<file path="src/rtl/mem_load_unit_if.sv">
// Load request, data-memory read port and write-back response bundle for mem_load_unit.
// slave = the load unit itself, master = the MEM stage / memory / write-back side driving it.
interface mem_load_unit_if;
  logic        req_valid;
  logic        req_ready;
  logic [63:0] req_addr;
  logic [2:0]  req_func3;
  logic        mem_re;
  logic [12:0] mem_addr;
  logic [63:0] mem_rdata;
  logic        rsp_valid;
  logic        rsp_ready;
  logic [63:0] rsp_data;
  logic        rsp_err;

  modport slave (
    input  req_valid, req_addr, req_func3, mem_rdata, rsp_ready,
    output req_ready, mem_re, mem_addr, rsp_valid, rsp_data, rsp_err
  );

  modport master (
    output req_valid, req_addr, req_func3, mem_rdata, rsp_ready,
    input  req_ready, mem_re, mem_addr, rsp_valid, rsp_data, rsp_err
  );
endinterface

</file>
<file path="src/rtl/mem_load_unit.sv">
// Aligned load unit: 1-cycle sync-read memory, byte/half/word/dword extract + extend, 3 cycles per load
// (error loads 2, no memory access); response held in RESP until rsp_ready, no new accept meanwhile.
module mem_load_unit (
  input  logic              clk,
  input  logic              rst_n,
  input  logic              flush,
  mem_load_unit_if.slave    bus
);

  typedef enum logic [1:0] {
    IDLE = 2'd0,
    READ = 2'd1,
    RESP = 2'd2
  } state_t;

  state_t      state_q, state_d;
  logic [2:0]  off_q, off_d;
  logic [2:0]  func3_q, func3_d;
  logic [63:0] rsp_data_q, rsp_data_d;
  logic        rsp_err_q, rsp_err_d;
  logic        mem_re;
  logic        aligned;
  logic [63:0] shifted;
  logic [63:0] ext;
  logic        unused_addr_bits;

  // Only the low 16 address bits reach the 8K-doubleword memory.
  assign unused_addr_bits = ^bus.req_addr[63:16];

  always_comb begin
    aligned = 1'b0;
    case (bus.req_func3)
      3'b000, 3'b100: aligned = 1'b1;
      3'b001, 3'b101: aligned = ~bus.req_addr[0];
      3'b010, 3'b110: aligned = (bus.req_addr[1:0] == 2'b00);
      3'b011:         aligned = (bus.req_addr[2:0] == 3'b000);
      default:        aligned = 1'b0;
    endcase
  end

  assign shifted = bus.mem_rdata >> {off_q, 3'b000};

  always_comb begin
    ext = shifted;
    case (func3_q)
      3'b000:  ext = {{56{shifted[7]}},  shifted[7:0]};
      3'b001:  ext = {{48{shifted[15]}}, shifted[15:0]};
      3'b010:  ext = {{32{shifted[31]}}, shifted[31:0]};
      3'b100:  ext = {56'd0, shifted[7:0]};
      3'b101:  ext = {48'd0, shifted[15:0]};
      3'b110:  ext = {32'd0, shifted[31:0]};
      default: ext = shifted;
    endcase
  end

  always_comb begin
    state_d    = state_q;
    off_d      = off_q;
    func3_d    = func3_q;
    rsp_data_d = rsp_data_q;
    rsp_err_d  = rsp_err_q;
    mem_re     = 1'b0;
    // Flush wins over everything, including an acceptance or a returning read.
    if (flush) begin
      state_d = IDLE;
    end else begin
      case (state_q)
        IDLE: begin
          if (bus.req_valid) begin
            if (aligned) begin
              mem_re  = 1'b1;
              off_d   = bus.req_addr[2:0];
              func3_d = bus.req_func3;
              state_d = READ;
            end else begin
              rsp_data_d = 64'd0;
              rsp_err_d  = 1'b1;
              state_d    = RESP;
            end
          end
        end
        READ: begin
          rsp_data_d = ext;
          rsp_err_d  = 1'b0;
          state_d    = RESP;
        end
        RESP: begin
          if (bus.rsp_ready) state_d = IDLE;
        end
        default: state_d = IDLE;
      endcase
    end
  end

  always_ff @(posedge clk or negedge rst_n) begin
    if (!rst_n) begin
      state_q    <= IDLE;
      off_q      <= 3'd0;
      func3_q    <= 3'd0;
      rsp_data_q <= 64'd0;
      rsp_err_q  <= 1'b0;
    end else begin
      state_q    <= state_d;
      off_q      <= off_d;
      func3_q    <= func3_d;
      rsp_data_q <= rsp_data_d;
      rsp_err_q  <= rsp_err_d;
    end
  end

  assign bus.req_ready = (state_q == IDLE);
  assign bus.mem_re    = mem_re;
  assign bus.mem_addr  = bus.req_addr[15:3];
  assign bus.rsp_valid = (state_q == RESP);
  assign bus.rsp_data  = rsp_data_q;
  assign bus.rsp_err   = rsp_err_q;

endmodule

</file>
<file path="src/flat_wrapper.sv">
// flat-port wrapper written by rule: the top's interface ports become plain ports
module mem_load_unit_flat 
  (clk, rst_n, flush, bus_req_valid, bus_req_addr, bus_req_func3, bus_mem_rdata, bus_rsp_ready, bus_req_ready, bus_mem_re, bus_mem_addr, bus_rsp_valid, bus_rsp_data, bus_rsp_err);
  mem_load_unit_if bus_i ();
  input  logic clk;
  input  logic rst_n;
  input  logic flush;
  input wire logic [$bits(bus_i.req_valid)-1:0] bus_req_valid;
  input wire logic [$bits(bus_i.req_addr)-1:0] bus_req_addr;
  input wire logic [$bits(bus_i.req_func3)-1:0] bus_req_func3;
  input wire logic [$bits(bus_i.mem_rdata)-1:0] bus_mem_rdata;
  input wire logic [$bits(bus_i.rsp_ready)-1:0] bus_rsp_ready;
  output wire logic [$bits(bus_i.req_ready)-1:0] bus_req_ready;
  output wire logic [$bits(bus_i.mem_re)-1:0] bus_mem_re;
  output wire logic [$bits(bus_i.mem_addr)-1:0] bus_mem_addr;
  output wire logic [$bits(bus_i.rsp_valid)-1:0] bus_rsp_valid;
  output wire logic [$bits(bus_i.rsp_data)-1:0] bus_rsp_data;
  output wire logic [$bits(bus_i.rsp_err)-1:0] bus_rsp_err;
  assign bus_i.req_valid = bus_req_valid;
  assign bus_i.req_addr = bus_req_addr;
  assign bus_i.req_func3 = bus_req_func3;
  assign bus_i.mem_rdata = bus_mem_rdata;
  assign bus_i.rsp_ready = bus_rsp_ready;
  assign bus_req_ready = bus_i.req_ready;
  assign bus_mem_re = bus_i.mem_re;
  assign bus_mem_addr = bus_i.mem_addr;
  assign bus_rsp_valid = bus_i.rsp_valid;
  assign bus_rsp_data = bus_i.rsp_data;
  assign bus_rsp_err = bus_i.rsp_err;
  mem_load_unit u_core (.clk(clk), .rst_n(rst_n), .flush(flush), .bus(bus_i));
endmodule
</file>
<file path="config.mk">
export PLATFORM = sky130hd
export DESIGN_NAME = mem_load_unit_flat
export DESIGN_NICKNAME = d
export VERILOG_FILES = /design/src/rtl/mem_load_unit_if.sv /design/src/rtl/mem_load_unit.sv /design/src/flat_wrapper.sv
export SDC_FILE = /design/constraint.sdc
export NUM_CORES = 1
export LEC_CHECK = 0
export ABC_CLOCK_PERIOD_IN_PS = 5200
export CAP_MARGIN = 20
export CELL_PAD_IN_SITES_DETAIL_PLACEMENT = 0
export CELL_PAD_IN_SITES_GLOBAL_PLACEMENT = 1
export CORE_UTILIZATION = 35
export CTS_CLUSTER_SIZE = 20
export DETAILED_ROUTE_END_ITERATION = 7
export PLACE_DENSITY = 0.95
export RECOVER_POWER = 100
export SYNTH_ARGS = -nofsm -noshare
export SYNTH_HDL_FRONTEND = slang
export SYNTH_SLANG_ARGS = --single-unit
</file>
<file path="constraint.sdc">
create_clock -name clk -period 5.2 [get_ports clk]
set_clock_uncertainty 0.05 [all_clocks]
set_input_delay 1.04 -clock clk [delete_from_list [all_inputs] [get_ports clk]]
set_output_delay 1.04 -clock clk [all_outputs]
set_load 0.02 [all_outputs]
</file>
Word level (Yosys, flattened, before mapping)

Index checks and enable logic that the tools add are counted.

Memory bits (writable): 0
Output and inout bits: 81
Memories: 0
Bits in latches: 0
Bits of input ports: 136
Logic and storage cells: 54
Register bits after elaboration: 73
Memory bits (read-only): 0

Bitwise logic cells: 2
$mul: 0
Add/subtract/negate cells: 0
Reduce and logical (&&, ||, !) cells: 12
Magnitude comparators: 0
Equal/unequal tests: 17
Div/mod/pow operators: 0
Muxes and demuxes: 17
Shift operators: 1

Operators with widths:

| kind               | count |
|---|---|
| $pmux 64 s6        | 1 |
| $mux 64            | 2 |
| $pmux 64 s2        | 1 |
| $shr 64x6->64      | 1 |
| $eq 3x3->1 const B | 6 |
| $eq 3x2->1 const B | 3 |
| $logic_not 3->1    | 3 |
| $mux 2             | 4 |
| $reduce_and 4->1   | 2 |
| $eq 3x1->1 const B | 2 |
| $mux 1             | 6 |
| $ne 3x3->1 const B | 2 |
| $pmux 2 s3         | 1 |
| $reduce_or 2->1    | 3 |
| $logic_not 2->1    | 2 |
| $ne 2x2->1 const B | 2 |
| $pmux 1 s4         | 1 |
| $eq 2x1->1 const B | 1 |
| $eq 2x2->1 const B | 1 |
| $not 1->1          | 2 |
| $pmux 1 s2         | 1 |
| $reduce_and 2->1   | 1 |
| $reduce_bool 2->1  | 1 |

Longest topological paths before layout

Gate-level depths: netlist of run 1.

Depth in word-level cells: 7
Depth in mapped cells: 8
Mapped depth without buffers: 4

Worst setup path before layout of run 1

No wires, ideal clock.

Path type: input to output
Start point: input port bus_req_addr[2]
End point: output port bus_mem_re
Path slack: 2122 ps
Required time: 4110 ps
Buffers on the path: 0
Arrival time: 1988 ps
Stages: 4
Cells stage by stage: o21a_1 > o21ai_0 > nand4_1 > inv_1

Longest elaborated chain between the ends: 6

Ends and longest elaborated chain:

| element            | line                | source |
|---|---|---|
| start: declaration | flat_wrapper.sv:9   | `input wire logic [$bits(bus_i.req_addr)-1:0] bus_req_addr;` |
| $logic_not 3->1    | mem_load_unit.sv:36 | `3'b011: aligned = (bus.req_addr[2:0] == 3'b000);` |
| $pmux 1 s4         | mem_load_unit.sv:32 | `case (bus.req_func3)` |
| $mux 1             | mem_load_unit.sv:70 | `if (aligned) begin` |
| $mux 1             | mem_load_unit.sv:69 | `if (bus.req_valid) begin` |
| $mux 1             | mem_load_unit.sv:67 | `case (state_q)` |
| $mux 1             | mem_load_unit.sv:64 | `if (flush) begin` |
| end: declaration   | flat_wrapper.sv:14  | `output wire logic [$bits(bus_i.mem_re)-1:0] bus_mem_re;` |

Every way passes these cells.

Final worst setup path of run 1

Ends and elaborated chain as after synthesis.

==> results of run 1 <==
[layer usage]
metal,up-vias,global-route usage,wire [um]
met3,31,0.0546,1190
met1,2314,0.306,7410
li1,2051,-,-
met5,-,0,0
met4,0,0.0914,517
met2,197,0.339,7870
[per-stage QoR]
step | power, uW | util | instances
after floorplan | 1770 | - | 505
after global placement | 2260 | 0.457 | 782
after detailed placement | 2280 | 0.457 | 782
after CTS | 2980 | 0.480 | 798
after global routing | 3050 | 0.476 | 799
final | 2900 | 0.476 | 799
[worst max-delay path, stage by stage]
cell and delay, ps:
dlygate4sd3_1 560, o21a_1 190, o21ai_0 320, nand4_1 430, inv_1 130, dlygate4sd3_1 680
[placed cells by master (no fill, tap or decap), types with 11 or more instances in the layout]
cell type,instances
clkdlybuf4s50_1,71
dfrtp_1,71
dlygate4sd3_1,70
inv_1,61
mux2_2,50
o221ai_1,33
mux4_2,30
a21oi_1,27
nor2_1,25
o211ai_1,24
nor2b_1,20
o21ai_0,19
a22o_1,16
mux2i_1,12
nand2_1,11
[cell type report]
class / instances / share of cell area
multi-input combinational: 312 / 0.405
timing repair buffer: 153 / 0.217
inverter: 61 / 0.0330
tap: 184 / 0.0332
clock buffer: 11 / 0.0364
sequential: 73 / 0.264
clock inverter: 5 / 0.0112
[flip-flops by register name, summed over array words and instances, names as in the netlist]
register and cells:
u_core.bus.rsp_err 1, u_core.off_q 3, u_core.func3_q 3, u_core.bus.rsp_data 64, u_core.state_q 2
[kinds of logic after synthesis]
| group | share of synthesized area |
|---|---|
| buf+inv | 0.103 |
| compound gates | 0.198 |
| simple gates | 0.0827 |
| flops | 0.349 |
| mux | 0.267 |
[how the worst max path moves through the flow]
| stage | from | end | slack [ps] |
|---|---|---|---|
| 2_1_floorplan | bus_req_addr[2] | bus_mem_re | 2120 |
| 3_5_place_dp | bus_req_addr[2] | bus_mem_re | 790 |
| 4_1_cts | bus_req_addr[2] | bus_mem_re | 790 |
| 5_1_grt | bus_req_addr[2] | bus_mem_re | 640 |
| 6_report | bus_req_addr[2] | bus_mem_re | 760 |
| 3_3_place_gp | bus_req_addr[2] | bus_mem_re | 940 |
[power by group]
group	switching (uW)	leakage (uW)	internal (uW)
registers	133	0.000964	710
logic	687	0.00187	674
clock network	254	0.000162	445
==> metrics.txt, run 1 <==
status=finished with violations; failing checks=max-capacitance violations, max-slew violations; wire per inst=between 20 and 25 um; Unique masters post-synth=38; clock slew at reported path FFs=50 ps; RSZ-0062 raised after global routing=false; CP Max Fanout=8; Die Area=15400 um2; Area contributors post-synth=dfrtp_1 35%, mux4_2 13%, mux2_2 11%, inv_1 4.4%, o221ai_1 3.8%; Yosys reg bits=73; CTS tree=done; Synth area leader=dfrtp_1; top post-synthesis cells by count=73 x dfrtp_1, 61 x inv_1, 50 x mux2_2; Max Buffers Root-to-Sink=2; core footprint=14600 um2; Pwr Density=between 400 and 500 nW/um2; most frequent cell after synthesis=dfrtp_1; Post-synth ARST share=1.00; Max-cap violations=1; final antenna-violating net count=0; first-pass GRT wire length=26.8 mm; synthesis warning total=0; initial antenna violation count=0; CP required=4110 ps; layout cell share with drive strength beyond 1=0.182; n_diodes=0; root cell of the clock tree=clkbuf_16; kind of critical path=in -> out; hold_sp=u_core.bus.rsp_data[0]; Post-Syn Instances=just over 500; Die Y=~120 um; Multi-input gate area=about 2800 um2; # clock sinks=73; FF-to-FF path depth=5; cell area after layout=about 7000 um2; endpoint type of the worst setup path=primary output; via/cell ratio=5.75; vias in the first global route=roughly 4600; area share of the leading cell type in the synthesized netlist=0.349; reg-to-reg endpoint=u_core.bus.rsp_data[41]; PortBufs=142; Reg area=1830 um2; largest net degree at the start of global routing=55; peak supply drop=182 uV; Slew @ Worst Pin=2290 ps; post-DP HPWL=12.3 mm; post-CTS setup buffers=0; number of detailed-route iterations in the first pass=4; post-synth net total=between 600 and 700; post-synthesis sequential area ratio=0.349; final wirelength=~17 mm; Initial Utilization=0.359; Synth Cell Area=5230 um2; clk_lat worst skew=350 ps; period utilisation layout=0.853; Final Critical Period=4440 ps; max_slew headroom=-0.530; Post-synth top flop=dfrtp_1; Fillers=between 1000 and 1500; Overall Global Routing Usage=0.224; worst path arrival time=~3400 ps; worst min path class=reg -> reg; fmax=about 0.23 GHz; # resized after CTS=0; Fin Setup TNS=0 ps; Pleak=0.00300 uW; Residual DRC=0; Final Net Count=746; post-synthesis average cell area=10.4 um2; worst hold path stage count=1; DR vias=4593; Iter 0 DRT Violations=287; Critical Path Start Type=primary input; reg2reg setup slack=2100 ps; Die Width=about 120 um; DP Worst Slack=785 ps; hold endpoint=u_core.bus.rsp_data[0]; CTS buffer count=9; routability cong.=just under 0.9; hold_ws=about 470 ps; IO Count=217; Layout area overhead=32.6%; Rows=between 40 and 50; number of flops mapped to enable cells by yosys=0; CTS Hold Bufs=0; Placed Instance Area=6670 um2; GRT overflow=0; Fin. Hold Viols=0; max-slew violations=41; Setup violations, final=0; final worst slack=765 ps; H-tree levels=3; worst r2r src=u_core.off_q[1]
(Power assumes the default switching activity.)
==> inputs of run 2 (changes only) <==
- CORE_UTILIZATION: 35 -> 36
- CTS_BUF_LIST: not set -> sky130_fd_sc_hd__clkbuf_4
==> run 2 against run 1 <==
The flow still finishes with violations (max-capacitance violations, max-slew violations). Sequential power grew 0.7%. Die area down 2.7%. Non-clock buffer count stayed put. Cell count decreased by 0.63%. Largest power group unchanged. Wire length is 1.1% lower. Clock power down 54%. Worst setup slack improved by 29 ps. Critical path depth stayed put.
==> metrics.txt, run 2 (synthesis results as in run 1) <==
CTS buffer count=9; IO Count=roughly 220; Layout area overhead=28.4%; final wirelength=16.8 mm; failing checks=max-capacitance violations, max-slew violations; # clock sinks=73; Top delay family on crit path=buffers and inverters; CP required=about 4100 ps; commonest non-fill, non-tap cell in the layout=dfrtp_1; worst min path class=reg -> reg; worst hold path stage count=1; Initial Utilization=0.373; DP Worst Slack=830 ps; Pleak=0.00290 uW; Die Area=15000 um2; # resized after CTS=0; Iter 0 DRT Violations=approximately 470; CP Buf/Inv Count=3; most used cell, CP=dlygate4sd3_1; max_slew headroom=-0.501; hold endpoint=u_core.bus.rsp_data[2]; clock slew at reported path FFs=100 ps; root cell of the clock tree=clkbuf_4; Crit-path slowest cell=dlygate4sd3_1; vias in the first global route=4540; initial antenna violation count=0; H-tree levels=3; final antenna-violating net count=0; fmax=0.227 GHz; number of detailed-route iterations in the first pass=4; Final Critical Period=approximately 4400 ps; Setup violations, final=0; GRT overflow=0; CP Max Fanout=8; cell-by-cell trace of the critical path=dlygate4sd3_1 > o21a_1 > o21ai_0 > nand4_1 > inv_1 > dlygate4sd3_1; core footprint=14000 um2; wire per inst=around 21 um; final worst slack=794 ps; CTS tree=done; Gate power share=0.539; DR vias=4524; Die Width=123 um; reg2reg setup slack=960 ps; endpoint type of the worst setup path=primary output; layout cell share with drive strength beyond 1=0.166; kind of critical path=in -> out; worst r2r src=u_core.off_q[1]; routability cong.=0.893; Max-cap violations=4; hold_sp=u_core.bus.rsp_data[2]; RSZ-0062 raised after global routing=false; period utilisation layout=0.847; clk_lat worst skew=460 ps; Levels on crit path=6; hold_ws=461 ps; CP peak stage delay=680 ps; Final Net Count=746; sequential power share=0.334; PortBufs=142; post-CTS setup buffers=0; max reg flops=64; first-pass GRT wire length=between 20 and 30 mm; worst path arrival time=roughly 3300 ps; largest net degree at the start of global routing=50; post-DP HPWL=12.4 mm; internal power=roughly 1500 uW; max-slew violations=160; switching power=1030 uW; Max Buffers Root-to-Sink=2; Rows=43; Fillers=1299; CTS Hold Bufs=0; FF-to-FF path depth=5; Residual DRC=0; n_diodes=0; Switching Share=0.406; peak supply drop=172 uV; Critical Path Start Type=primary input; via/cell ratio=5.70; Tot Pwr=approximately 2500 uW; Slew @ Worst Pin=2250 ps; Fin Setup TNS=0 ps; Fin. Hold Viols=0; commonest cells after routing, fill and taps aside=72 x dfrtp_1, 71 x clkdlybuf4s50_1, 70 x dlygate4sd3_1; Overall Global Routing Usage=0.232; reg-to-reg endpoint=u_core.bus.rsp_data[53]; Die Y=123 um; status=finished with violations; Clock Power Share=0.126; Pwr Density=378 nW/um2
-- run 2: worst max path at each step --
stage | slack (ps) | end | from
final | 790 | bus_mem_re | bus_req_addr[2]
after global routing | 440 | u_core.off_q[0] | rst_n
after CTS | 820 | bus_mem_re | bus_req_addr[2]
after detailed placement | 830 | bus_mem_re | bus_req_addr[2]
after global placement | 950 | bus_mem_re | bus_req_addr[2]
after floorplan | 2120 | bus_mem_re | bus_req_addr[2]
-- run 2: power by group through the flow --
stage	Clock, uW	Combinational, uW	Sequential (uW)
global placement	0	1390	864
CTS	327	1420	857
finish	321	1370	849
global route	353	1470	874
floorplan	0	820	949
detailed placement	0	1410	867
-- run 2: per-stage QoR --
step | instance area, um2 | util | instances
2_1_floorplan | 5230 | - | 505
3_3_place_gp | 6660 | 0.474 | 777
3_5_place_dp | 6660 | 0.474 | 777
4_1_cts | 6760 | 0.482 | 792
5_1_grt | 6720 | 0.478 | 794
6_report | 6720 | 0.478 | 794
-- run 2: metal layers --
metal  up-vias  GRT usage  routed length (um)
li1       2054          -                   -
met1      2233      0.311                7130
met2       203      0.354                7860
met3        34     0.0586                1390
met4         0      0.101                 431
met5         -          0                   0
-- run 2: area by class of cell --
class / instances / area, um2 / area share
repair buffers: 153 / 1510 / 0.224
clock inverters: 2 / 7.51 / 0.00112
well taps: 180 / 225 / 0.0335
flip-flops and latches: 73 / 1830 / 0.272
multi-input cells: 312 / 2820 / 0.420
inverters: 61 / 229 / 0.0341
clock buffers: 13 / 97.6 / 0.0145
